[src/rtl/riscv_pkg.sv]
// Shared RISC-V pipeline definitions: datapath widths, the canonical NOP and the PC increment.
package riscv_pkg;
  localparam int XLEN = 64;
  localparam int ILEN = 32;

  typedef logic [XLEN-1:0] addr_t;
  typedef logic [ILEN-1:0] instr_t;

  // addi x0, x0, 0 -- used to fill squashed IF/ID slots
  localparam instr_t NOP_INSTR = 32'h00000013;
  localparam addr_t  PC_STEP   = 64'd4;
endpackage

[src/rtl/if_fetch_stage_if.sv]
// Instruction-memory fetch bus: the fetch stage drives the address and the
// asynchronous memory returns the instruction word in the same cycle.
interface if_fetch_stage_if;
  import riscv_pkg::*;

  addr_t  imem_addr;
  instr_t imem_instr;

  modport master (output imem_addr, input imem_instr);
  modport slave  (input imem_addr, output imem_instr);
endinterface

[src/rtl/if_id_reg.sv]
// IF/ID pipeline register. A flush squashes the slot to a NOP bubble and
// takes precedence over a load; with neither asserted the slot holds.
module if_id_reg
  import riscv_pkg::*;
(
  input  logic   clk,
  input  logic   reset,
  input  logic   load,
  input  logic   flush,
  input  addr_t  pc_in,
  input  instr_t instr_in,
  output addr_t  pc,
  output instr_t instr,
  output logic   valid
);

  // Capture, squash or hold the fetched instruction slot
  always_ff @(posedge clk) begin
    if (reset || flush) begin
      pc    <= '0;
      instr <= NOP_INSTR;
      valid <= 1'b0;
    end else if (load) begin
      pc    <= pc_in;
      instr <= instr_in;
      valid <= 1'b1;
    end
  end

endmodule

[src/rtl/if_fetch_stage.sv]
// Instruction-fetch stage: owns the PC, drives the instruction memory
// address, and feeds the IF/ID register. Redirects beat stalls; a redirect
// target with non-zero low bits is force-aligned and flagged for one cycle.
module if_fetch_stage
  import riscv_pkg::*;
#(
  parameter logic [63:0] RESET_PC = 64'h0
) (
  input  logic                    clk,
  input  logic                    reset,
  input  logic                    stall,
  input  logic                    branch_taken,
  input  addr_t                   branch_target,
  if_fetch_stage_if.master        imem,
  output addr_t                   if_id_pc,
  output instr_t                  if_id_instr,
  output logic                    if_id_valid,
  output logic                    fetch_misaligned,
  output logic [31:0]             fetch_count
);

  addr_t       pc_q;
  logic        fetch_misaligned_q;
  logic [31:0] fetch_count_q;
  logic        load;

  assign imem.imem_addr = pc_q;
  assign load           = !stall && !branch_taken;

  // PC select, misalignment pulse and fetched-instruction counter
  always_ff @(posedge clk) begin
    if (reset) begin
      pc_q               <= RESET_PC;
      fetch_misaligned_q <= 1'b0;
      fetch_count_q      <= '0;
    end else if (branch_taken) begin
      pc_q               <= {branch_target[XLEN-1:2], 2'b00};
      fetch_misaligned_q <= |branch_target[1:0];
    end else if (stall) begin
      fetch_misaligned_q <= 1'b0;
    end else begin
      pc_q               <= pc_q + PC_STEP;
      fetch_count_q      <= fetch_count_q + 32'd1;
      fetch_misaligned_q <= 1'b0;
    end
  end

  if_id_reg u_if_id_reg (
    .clk      (clk),
    .reset    (reset),
    .load     (load),
    .flush    (branch_taken),
    .pc_in    (pc_q),
    .instr_in (imem.imem_instr),
    .pc       (if_id_pc),
    .instr    (if_id_instr),
    .valid    (if_id_valid)
  );

  assign fetch_misaligned = fetch_misaligned_q;
  assign fetch_count      = fetch_count_q;

endmodule

[src/flat_wrapper.sv]
// flat-port wrapper written by rule: the top's interface ports become plain ports
module if_fetch_stage_flat import riscv_pkg::*;
#(
  parameter logic [63:0] RESET_PC = 64'h0
)
  (clk, reset, stall, branch_taken, branch_target, if_id_pc, if_id_instr, if_id_valid, fetch_misaligned, fetch_count, imem_imem_addr, imem_imem_instr);
  if_fetch_stage_if imem_i ();
  input  logic clk;
  input  logic reset;
  input  logic stall;
  input  logic branch_taken;
  input  addr_t branch_target;
  output addr_t if_id_pc;
  output instr_t if_id_instr;
  output logic if_id_valid;
  output logic fetch_misaligned;
  output logic [31:0] fetch_count;
  output wire logic [$bits(imem_i.imem_addr)-1:0] imem_imem_addr;
  input wire logic [$bits(imem_i.imem_instr)-1:0] imem_imem_instr;
  assign imem_imem_addr = imem_i.imem_addr;
  assign imem_i.imem_instr = imem_imem_instr;
  if_fetch_stage #(.RESET_PC(RESET_PC)) u_core (.clk(clk), .reset(reset), .stall(stall), .branch_taken(branch_taken), .branch_target(branch_target), .imem(imem_i), .if_id_pc(if_id_pc), .if_id_instr(if_id_instr), .if_id_valid(if_id_valid), .fetch_misaligned(fetch_misaligned), .fetch_count(fetch_count));
endmodule
[config.mk]
export PLATFORM = sky130hd
export DESIGN_NAME = if_fetch_stage_flat
export DESIGN_NICKNAME = d
export VERILOG_FILES = /design/src/rtl/riscv_pkg.sv /design/src/rtl/if_fetch_stage_if.sv /design/src/rtl/if_id_reg.sv /design/src/rtl/if_fetch_stage.sv /design/src/flat_wrapper.sv
export SDC_FILE = /design/constraint.sdc
export NUM_CORES = 1
export LEC_CHECK = 0
export CORE_ASPECT_RATIO = 0.8
export CORE_MARGIN = 2
export CORE_UTILIZATION = 50
export CTS_CLUSTER_SIZE = 28
export DETAILED_ROUTE_END_ITERATION = 7
export DONT_BUFFER_PORTS = 1
export HOLD_SLACK_MARGIN = 0.03
export SETUP_SLACK_MARGIN = 0.1
export SYNTH_ARGS = -nofsm -noshare
export SYNTH_HDL_FRONTEND = slang
export SYNTH_SLANG_ARGS = --single-unit
[constraint.sdc]
create_clock -name clk -period 4.17 [get_ports clk]
set_clock_uncertainty 0.1 [all_clocks]
set_input_delay 1.0425 -clock clk [delete_from_list [all_inputs] [get_ports clk]]
set_output_delay 1.0425 -clock clk [all_outputs]
set_load 0.1 [all_outputs]
==> flow_summary.json, run 1 <==
{
  "outcome": "finished, final reports clean",
  "crit_slowest_cell": "nor4_4",
  "ctsHoldBuffers": 0,
  "rows": 42,
  "drv_cap": 0,
  "dieArea_um2": 18300,
  "synthCells": 1061,
  "powerDensity_nw_per_um2": 436,
  "drc": 0,
  "synth_area_leaders": "dfxtp_1 44%, nand2_1 8.7%, a21oi_1 5.9%, mux2i_1 4.2%, nor2_1 4.1%",
  "r2r_start": "u_core.imem.imem_addr[4]",
  "drt_pass1_iterations": 5,
  "netSwitchingFraction_pct": 33.1,
  "critPathMaxStageDelay_ns": 0.66,
  "synthFlopType": "dfxtp_1",
  "n_fill_cell": 1572,
  "synth-edff-count": 0,
  "cell_internal_pwr_mw": 2.89,
  "finalHoldViolations": 0,
  "viasPerCell": 5.90,
  "worstMarginPinSlew_ns": 1.17,
  "clockRootBuffer": "clkbuf_16",
  "cts_setup_buffers": 0,
  "synth-seq-cells": 190,
  "wl_per_cell_um": 19.7,
  "num_antenna_cells": 0,
  "period_share_pct": 75.6,
  "antenna_found_initial": 0,
  "cp_data_arrival_time_ns": 3.39,
  "peakVddDrop_uv": 278,
  "cp-startpoint": "u_core.imem.imem_addr[4]",
  "slew_violations": 0,
  "start_util_pct": 51.6,
  "synth_top_area_cell": "dfxtp_1",
  "htree_levels": 4,
  "cts.clk_slew.worst_paths_ns": 0.07,
  "dp_hpwl_mm": 18.6,
  "fmax_mhz": 317,
  "reg2reg_depth": 6,
  "io_pins": 294,
  "hold_end": "u_core.imem.imem_addr[32]",
  "synth-seq-area-share_pct": 44.1,
  "grt_max_degree": 108,
  "wl_mm": 26.4,
  "reg2reg_to": "u_core.imem.imem_addr[63]",
  "cts_made_buffers": 17,
  "min_period_ns": 3.15,
  "netSwitchingPower_mw": 1.43,
  "tns_ns": 0,
  "yosysUniqueCellTypes": 57,
  "synth_warnings": 0,
  "clock_sinks": 190,
  "grt_overflow_total": 0,
  "relSlewSlack_pct": 21.7,
  "nNetsFinal": 1213,
  "worst_setup_path_start_kind": "flop",
  "grt_use_total_pct": 28.2,
  "end_kind": "flop",
  "clockBufferDepth": 2,
  "area_growth_pct": 14.9,
  "crit_chain": "buf_4 -> nand3_2 -> nor4_4 -> nand4b_1 -> or4_1 -> a311oi_1",
  "comb_power_share_pct": 12.6,
  "cp_max_fo": 12,
  "vias": 7919,
  "hold_start": "u_core.imem.imem_addr[32]",
  "coreArea_um2": 16700,
  "min_path_cells": 2,
  "hp-class": "flop to flop",
  "netlist.area_leader.share_pct": 44.1,
  "drt_iter0_markers": 560,
  "io_buffers": 0,
  "seqPwrFrac_pct": 48.0,
  "cp_data_required_time_ns": 4.41,
  "rsz0062_at_grt": "false",
  "critPathBufInv": 1,
  "die_h_um": 121,
  "cts_tree": "built",
  "clkPwrFrac_pct": 39.4,
  "reg2reg_slack_ns": 1.02,
  "place_congestion": 0.842,
  "ys_async_sr_fraction_pct": 0,
  "post_route_cells_drive_above_1_share_pct": 12.6,
  "syn_avg_cell_area_um2": 8.13,
  "die_w_um": 151,
  "p_leak_nw": 3.43,
  "first_global_vias": 7295,
  "cts_resized": 0,
  "fin_util_pct": 59.3,
  "synth_area_um2": 8630,
  "finalSetupViolations": 0,
  "ant_nets": 0,
  "critical-path-top-delay-family": "simple AND/OR/NAND/NOR gates",
  "grt_pass1_wl_mm": 40.5,
  "clk_latency_ns": 0.43,
  "critical_path_class": "flop to flop"
}
-- how the worst max path moves through the flow --
stage	end	slack [ns]	cells after the start
6_report	u_core.imem.imem_addr[63]	1.02	6
5_1_grt	u_core.imem.imem_addr[63]	0.86	6
4_1_cts	u_core.imem.imem_addr[63]	1.05	6
3_5_place_dp	u_core.imem.imem_addr[63]	0.99	6
3_3_place_gp	u_core.imem.imem_addr[63]	1.13	6
2_1_floorplan	u_core.imem.imem_addr[56]	1.11	5
-- flip-flops by register name (all words and copies together), names as in the netlist --
register and count:
u_core.fetch_misaligned 1, u_core.fetch_count 32, u_core.u_if_id_reg.pc 62, u_core.u_if_id_reg.instr 32, u_core.imem.imem_addr 62, u_core.u_if_id_reg.valid 1
-- power by group through the flow --
stage                     Combinational (mW)  Clock, mW  Sequential (mW)
final                                  0.546       1.70             2.07
after global routing                   0.575       1.79             2.08
after CTS                              0.548       1.72             2.07
after detailed placement               0.547          0             2.11
after global placement                 0.544          0             2.11
after floorplan                        0.196          0             2.38
-- layout make-up --
type                            instances  area, um^2  share of cell area (%)
Clock buffer                           17         425                    4.29
Timing Repair Buffer                   93         698                    7.04
Multi-Input combinational cell        791        4460                    45.0
Inverter                               18        67.6                   0.682
Sequential cell                       190        3800                    38.4
Clock inverter                         14         179                    1.80
Tap cell                              220         275                    2.78
-- cell usage after synthesis (all sizes together) (3+ instances only) --
| cell type | n |
|---|---|
| nand2 | 201 |
| dfxtp | 190 |
| a21oi | 101 |
| nor2 | 95 |
| clkbuf | 52 |
| nand3 | 45 |
| or3 | 45 |
| mux2i | 36 |
| nand4 | 36 |
| o21ai | 23 |
| a31oi | 22 |
| or4 | 22 |
| xor2 | 18 |
| inv | 17 |
| o211ai | 16 |
| nor3 | 15 |
| buf | 13 |
| nor4 | 13 |
| a311oi | 11 |
| o31ai | 11 |
| and4 | 9 |
| xnor2 | 9 |
| a211oi | 7 |
| and3 | 7 |
| or2 | 5 |
| nand4b | 4 |
| nor3b | 4 |
| o311ai | 4 |
| and2 | 3 |
| nand3b | 3 |
-- through the flow --
step	total power, mW	hold slack, ns	std cells	worst slack, ns	area [um^2]
global route	4.45	0.481	1343	0.857	9910
floorplan	2.58	0.780	1064	1.11	8640
CTS	4.34	0.423	1343	1.05	9910
global placement	2.66	0.408	1312	1.13	9310
detailed placement	2.66	0.413	1312	0.989	9310
finish	4.32	0.434	1343	1.02	9910
-- logic make-up after synthesis --
family / synth area share, %
and+or+nand+nor: 29.8
AOI/OAI and AO/OA: 14.5
buffers and inverters: 4.41
muxes: 4.18
adders and majority gates: 0.290
DFF: 44.1
xor gates and xnor gates: 2.74
other: 0.0435
-- worst reg2reg max path, cell delays in order (launching register included) --
cell,delay [ns]
dfxtp_1,0.31
buf_4,0.33
nand3_2,0.23
nor4_4,0.66
nand4b_1,0.53
or4_1,0.63
a311oi_1,0.27
-- cells in the final DEF, fill, tap and decap left out, drive strengths merged, types with 5 or more instances in the layout --
| cell | count |
|---|---|
| o211ai | 16 |
| nand3 | 45 |
| o31ai | 11 |
| buf | 93 |
| nor3 | 15 |
| a31oi | 22 |
| nor2 | 95 |
| xnor2 | 9 |
| nand2 | 201 |
| or2 | 5 |
| clkbuf | 17 |
| a211oi | 7 |
| and3 | 7 |
| o21ai | 23 |
| a311oi | 11 |
| or4 | 22 |
| mux2i | 36 |
| nand4 | 36 |
| inv | 24 |
| nor4 | 13 |
| or3 | 45 |
| and4 | 9 |
| dfxtp | 190 |
| xor2 | 18 |
| a21oi | 101 |
-- layer usage --
layer	GRT usage, %	vias up	part of all wire, %
met3	9.89	20	11
met2	42.5	300	43
met4	6.07	0	0.93
met5	0	-	0
met1	39.1	3703	45
li1	-	3896	-
Power figures use the tool's default switching activity.
==> run 2, diff against run 1 <==
--- a/config.mk
+++ b/config.mk
@@ -12,6 +12,7 @@
 export DETAILED_ROUTE_END_ITERATION = 7
 export DONT_BUFFER_PORTS = 1
 export HOLD_SLACK_MARGIN = 0.03
+export PLACE_DENSITY = 0.68
 export SETUP_SLACK_MARGIN = 0.1
 export SYNTH_ARGS = -nofsm -noshare
 export SYNTH_HDL_FRONTEND = slang
==> constraint.sdc (replaced) <==
create_clock -name clk -period 2.9 [get_ports clk]
set_clock_uncertainty 0.1 [all_clocks]
set_input_delay 0.725 -clock clk [delete_from_list [all_inputs] [get_ports clk]]
set_output_delay 0.725 -clock clk [all_outputs]
set_load 0.1 [all_outputs]
==> flow_summary.json, run 2 (same netlist as run 1, synthesis figures left out) <==
{
  "outcome": "finished, final reports clean",
  "clockRootBuffer": "clkbuf_16",
  "cts_resized": 0,
  "start_util_pct": 51.6,
  "grtUsageMet3_pct": 9.59,
  "viasPerCell": 5.92,
  "critical_path_class": "flop to flop",
  "tns_ns": 0,
  "gr-usage-met2_pct": 44.9,
  "cp_max_fo": 10,
  "cts.clk_slew.worst_paths_ns": 0.07,
  "cell_internal_pwr_mw": 4.12,
  "hp-class": "input port to flop",
  "crit_chain": "nand4_1 -> nor4_4 -> nand3_1 -> or4_1 -> a311oi_1",
  "seqPwrFrac_pct": 45.1,
  "die_h_um": 121,
  "grt_util_met1_pct": 39.8,
  "vias": 8610,
  "place_inst": 1423,
  "pre_cts_ws_ns": 0.218,
  "wl_per_cell_um": 18.8,
  "fin_util_pct": 64.6,
  "netSwitchingPower_mw": 2.04,
  "busiest_layer": "met2",
  "cts_setup_buffers": 0,
  "reg2reg_slack_ns": 0.36,
  "crit_slowest_cell": "nor4_4",
  "critical-path-top-delay-family": "simple AND/OR/NAND/NOR gates",
  "finalHoldViolations": 0,
  "grt_pass1_wl_mm": 42.2,
  "hold_start": "reset",
  "slew_violations": 0,
  "dp_hpwl_mm": 19.6,
  "place_area_um2": 10200,
  "io_pins": 294,
  "wl_mm": 27.4,
  "die_w_um": 151,
  "drv_cap": 0,
  "min_path_cells": 1,
  "cts_tree": "built",
  "relSlewSlack_pct": 31.2,
  "grt_use_total_pct": 29.4,
  "grt_overflow_total": 0,
  "worstMarginPinSlew_ns": 1.03,
  "timing.hold.ws_ns": 0.253,
  "rows": 42,
  "critPathMaxStageDelay_ns": 0.58,
  "powerDensity_nw_per_um2": 570,
  "dieArea_um2": 18300,
  "finalSetupViolations": 0,
  "rsz0062_at_grt": "false",
  "finalPower_mw": 6.16,
  "clkPwrFrac_pct": 37.8,
  "nNetsFinal": 1324,
  "final_cell_mix": "202 x buf_4, 201 x nand2_1, 144 x dfxtp_1",
  "fmax_mhz": 394,
  "ctsHoldBuffers": 0,
  "worst_setup_path_start_kind": "flop",
  "ant_nets": 0,
  "hold_end": "u_core.fetch_count[19]",
  "r2r_start": "u_core.imem.imem_addr[12]",
  "grt_max_degree": 108,
  "clk_latency_ns": 0.44,
  "critPathBufInv": 0,
  "end_kind": "flop",
  "peakVddDrop_uv": 382,
  "first_global_vias": 7717,
  "reg2reg_depth": 5,
  "reg2reg_to": "u_core.imem.imem_addr[50]",
  "instances_no_fill": 1454,
  "clock_sinks": 190,
  "post_route_cells_drive_above_1_share_pct": 24.1,
  "coreArea_um2": 16700,
  "final_common_cell": "buf_4",
  "io_buffers": 0,
  "setup_ws_ns": 0.360,
  "period_share_pct": 87.6,
  "drt_pass1_iterations": 6,
  "place_congestion": 0.961,
  "htree_levels": 4,
  "comb_power_share_pct": 17.1,
  "area_growth_pct": 25.2,
  "clockBufferDepth": 2,
  "drt_iter0_markers": 838,
  "netSwitchingFraction_pct": 33.1,
  "cts_made_buffers": 17,
  "drc": 0,
  "antenna_found_initial": 0,
  "num_antenna_cells": 0,
  "p_leak_nw": 4.04,
  "min_period_ns": 2.54,
  "cp_data_arrival_time_ns": 2.77,
  "design_area_um2": 10800,
  "cp_data_required_time_ns": 3.13
}
-- run 2: cell types whose count changed in the layout (fill, tap and decap cells not counted), sizes merged --
cell | before | now
buf | 93 | 204
clkinv | 4 | 5
bufinv | 2 | 1
-- run 2: per-layer routing --
layer / vias up / part of all wire, %
met3: 38 / 12
met4: 0 / 1.7
met1: 3990 / 42
met5: - / 0
li1: 4126 / -
met2: 456 / 44
-- run 2: worst register-to-register path, stage by stage, from the launching register on --
cell and delay [ns]:
dfxtp_2 0.41, nand4_1 0.21, nor4_4 0.58, nand3_1 0.29
or4_1 0.56, a311oi_1 0.29
-- run 2: final cells by class --
class	instances	area, um^2
Clock buffer	17	425
Fill cell	1476	5910
Timing Repair Buffer	204	1560
Multi-Input combinational cell	791	4460
Inverter	18	67.6
Clock inverter	14	151
Tap cell	220	275
Sequential cell	190	3860
-- run 2: worst max path at each step --
stage                              start                   endpoint  slack [ns]  cells after the start
3_5_place_dp                       stall     u_core.fetch_count[31]        0.22                      5
3_3_place_gp                       stall     u_core.fetch_count[27]        0.32                      5
6_report       u_core.imem.imem_addr[12]  u_core.imem.imem_addr[50]        0.36                      5
2_1_floorplan  u_core.imem.imem_addr[34]  u_core.imem.imem_addr[56]        0.07                      5
4_1_cts        u_core.imem.imem_addr[12]  u_core.imem.imem_addr[50]        0.45                      5
5_1_grt        u_core.imem.imem_addr[12]  u_core.imem.imem_addr[50]        0.21                      5
-- run 2: power by group through the flow --
stage                     clock, mW  combinational, mW  sequential (mW)
after CTS                      2.36               1.05             2.77
after global placement            0               1.05             2.83
after detailed placement          0               1.05             2.83
after floorplan                   0              0.281             3.43
final                          2.33               1.05             2.78
after global routing           2.47               1.09             2.78
==> run 3, diff against run 2 <==
--- a/config.mk
+++ b/config.mk
@@ -12,7 +12,6 @@
 export DETAILED_ROUTE_END_ITERATION = 7
 export DONT_BUFFER_PORTS = 1
 export HOLD_SLACK_MARGIN = 0.03
-export PLACE_DENSITY = 0.68
 export SETUP_SLACK_MARGIN = 0.1
 export SYNTH_ARGS = -nofsm -noshare
 export SYNTH_HDL_FRONTEND = slang
==> constraint.sdc (replaced) <==
create_clock -name clk -period 2.55 [get_ports clk]
set_clock_uncertainty 0.1 [all_clocks]
set_input_delay 0.6375 -clock clk [delete_from_list [all_inputs] [get_ports clk]]
set_output_delay 0.6375 -clock clk [all_outputs]
set_load 0.1 [all_outputs]
==> flow_summary.json, run 3 (same netlist as run 1, synthesis figures left out) <==
{
  "outcome": "finished, final reports clean",
  "tns_ns": 0,
  "final_common_cell": "buf_4",
  "dieArea_um2": 18300,
  "finalSetupViolations": 0,
  "start_util_pct": 51.6,
  "wl_per_cell_um": 18.3,
  "post_route_cells_drive_above_1_share_pct": 27.5,
  "end_kind": "flop",
  "place_congestion": 0.919,
  "hold_end": "u_core.fetch_count[4]",
  "antenna_found_initial": 0,
  "reg2reg_depth": 5,
  "worstMarginPinSlew_ns": 1.05,
  "clk_latency_ns": 0.43,
  "cp_data_arrival_time_ns": 2.61,
  "cell_internal_pwr_mw": 4.77,
  "rows": 42,
  "critical_path_class": "flop to flop",
  "worst_setup_path_start_kind": "flop",
  "comb_power_share_pct": 16.9,
  "reg2reg_slack_ns": 0.18,
  "seqPwrFrac_pct": 44.7,
  "netSwitchingPower_mw": 2.27,
  "die_w_um": 151,
  "reg2reg_to": "u_core.imem.imem_addr[48]",
  "io_pins": 294,
  "place_area_um2": 10400,
  "ant_nets": 0,
  "wl_mm": 26.9,
  "fmax_mhz": 422,
  "grt_use_total_pct": 28.9,
  "drc": 0,
  "cts_made_buffers": 17,
  "powerDensity_nw_per_um2": 639,
  "design_area_um2": 11000,
  "period_share_pct": 93.0,
  "clkPwrFrac_pct": 38.4,
  "dp_hpwl_mm": 19.3,
  "nNetsFinal": 1335,
  "min_path_cells": 1,
  "min_period_ns": 2.37,
  "drt_pass1_iterations": 5,
  "final_cell_mix": "214 x buf_4, 201 x nand2_1, 115 x dfxtp_1",
  "peakVddDrop_uv": 512,
  "area_growth_pct": 27.7,
  "cp_data_required_time_ns": 2.79,
  "viasPerCell": 5.78,
  "vias": 8479,
  "grt_overflow_total": 0,
  "cp_max_fo": 8,
  "slew_violations": 0,
  "p_leak_nw": 4.13,
  "r2r_start": "u_core.imem.imem_addr[36]",
  "drt_iter0_markers": 704,
  "grt_pass1_wl_mm": 41.5,
  "rsz0062_at_grt": "false",
  "cts_tree": "built",
  "htree_levels": 4,
  "finalHoldViolations": 0,
  "die_h_um": 121,
  "grt_max_degree": 108,
  "clockBufferDepth": 2,
  "clock_sinks": 190,
  "num_antenna_cells": 0,
  "io_buffers": 0,
  "clockRootBuffer": "clkbuf_16",
  "hp-class": "input port to flop",
  "hold_start": "reset",
  "netSwitchingFraction_pct": 32.2,
  "first_global_vias": 7667,
  "relSlewSlack_pct": 29.9,
  "timing.hold.ws_ns": 0.167,
  "drv_cap": 0,
  "coreArea_um2": 16700,
  "cts.clk_slew.worst_paths_ns": 0.07
}
-- run 3: cell types whose count changed in the layout (fill, tap and decap cells not counted), moves of 5 or more --
cell,before,now
buf_4,202,214
clkinv_4,5,0
dfxtp_4,0,29
dfxtp_1,144,115
-- run 3: layout make-up --
type / instances / area (um^2)
fill: 1486 / 5690
multi-input combinational: 791 / 4480
sequential: 190 / 3970
timing repair buffer: 215 / 1630
clock buffer: 20 / 478
tap: 220 / 275
clock inverter: 12 / 118
inverter: 18 / 67.6
-- run 3: power by group through the flow --
stage	clock [mW]	sequential (mW)	combinational [mW]
2_1_floorplan	0	3.89	0.321
3_3_place_gp	0	3.21	1.18
3_5_place_dp	0	3.21	1.19
4_1_cts	2.75	3.14	1.19
5_1_grt	2.87	3.16	1.24
6_report	2.70	3.15	1.19
-- run 3: critical path, stage by stage, from the launching register on --
cell	delay, ns
dfxtp_4	0.38
nand2_1	0.20
or3_1	0.48
or3_1	0.36
or4b_1	0.48
a311oi_1	0.27
-- run 3: what timing repair did --
item / 4_1_cts / 5_1_grt
hold buffers: 0 / 0
setup endpoints to repair: 0 / 1
setup buffers: 0 / 0
gates resized for setup: 0 / 1
-- run 3: worst max path at each step --
stage,startpoint,to,slack (ns)
finish,u_core.imem.imem_addr[36],u_core.imem.imem_addr[48],0.18
global route,u_core.imem.imem_addr[36],u_core.imem.imem_addr[63],0.11
CTS,u_core.imem.imem_addr[36],u_core.imem.imem_addr[48],0.21
detailed placement,branch_taken,u_core.fetch_count[31],0.20
global placement,branch_taken,u_core.fetch_count[31],0.24
floorplan,u_core.imem.imem_addr[32],u_core.imem.imem_addr[56],0.01
-- run 3: through the flow --
stage                     power, mW  util (%)  setup WS, ns  std cells
after floorplan                4.21         -        0.0137       1064
after global placement         4.40      62.3         0.236       1434
after detailed placement       4.40      62.3         0.202       1434
after CTS                      7.08      65.9         0.208       1466
after global routing           7.27      65.9         0.105       1466
final                          7.04      65.9         0.179       1466
-- run 3: routing by layer --
metal,share of wire [%],global-route usage [%],vias up
li1,-,-,4161
met1,43,39.5,3932
met4,1.7,8.06,0
met3,11,9.96,30
met5,0,0,-
met2,44,43.3,356
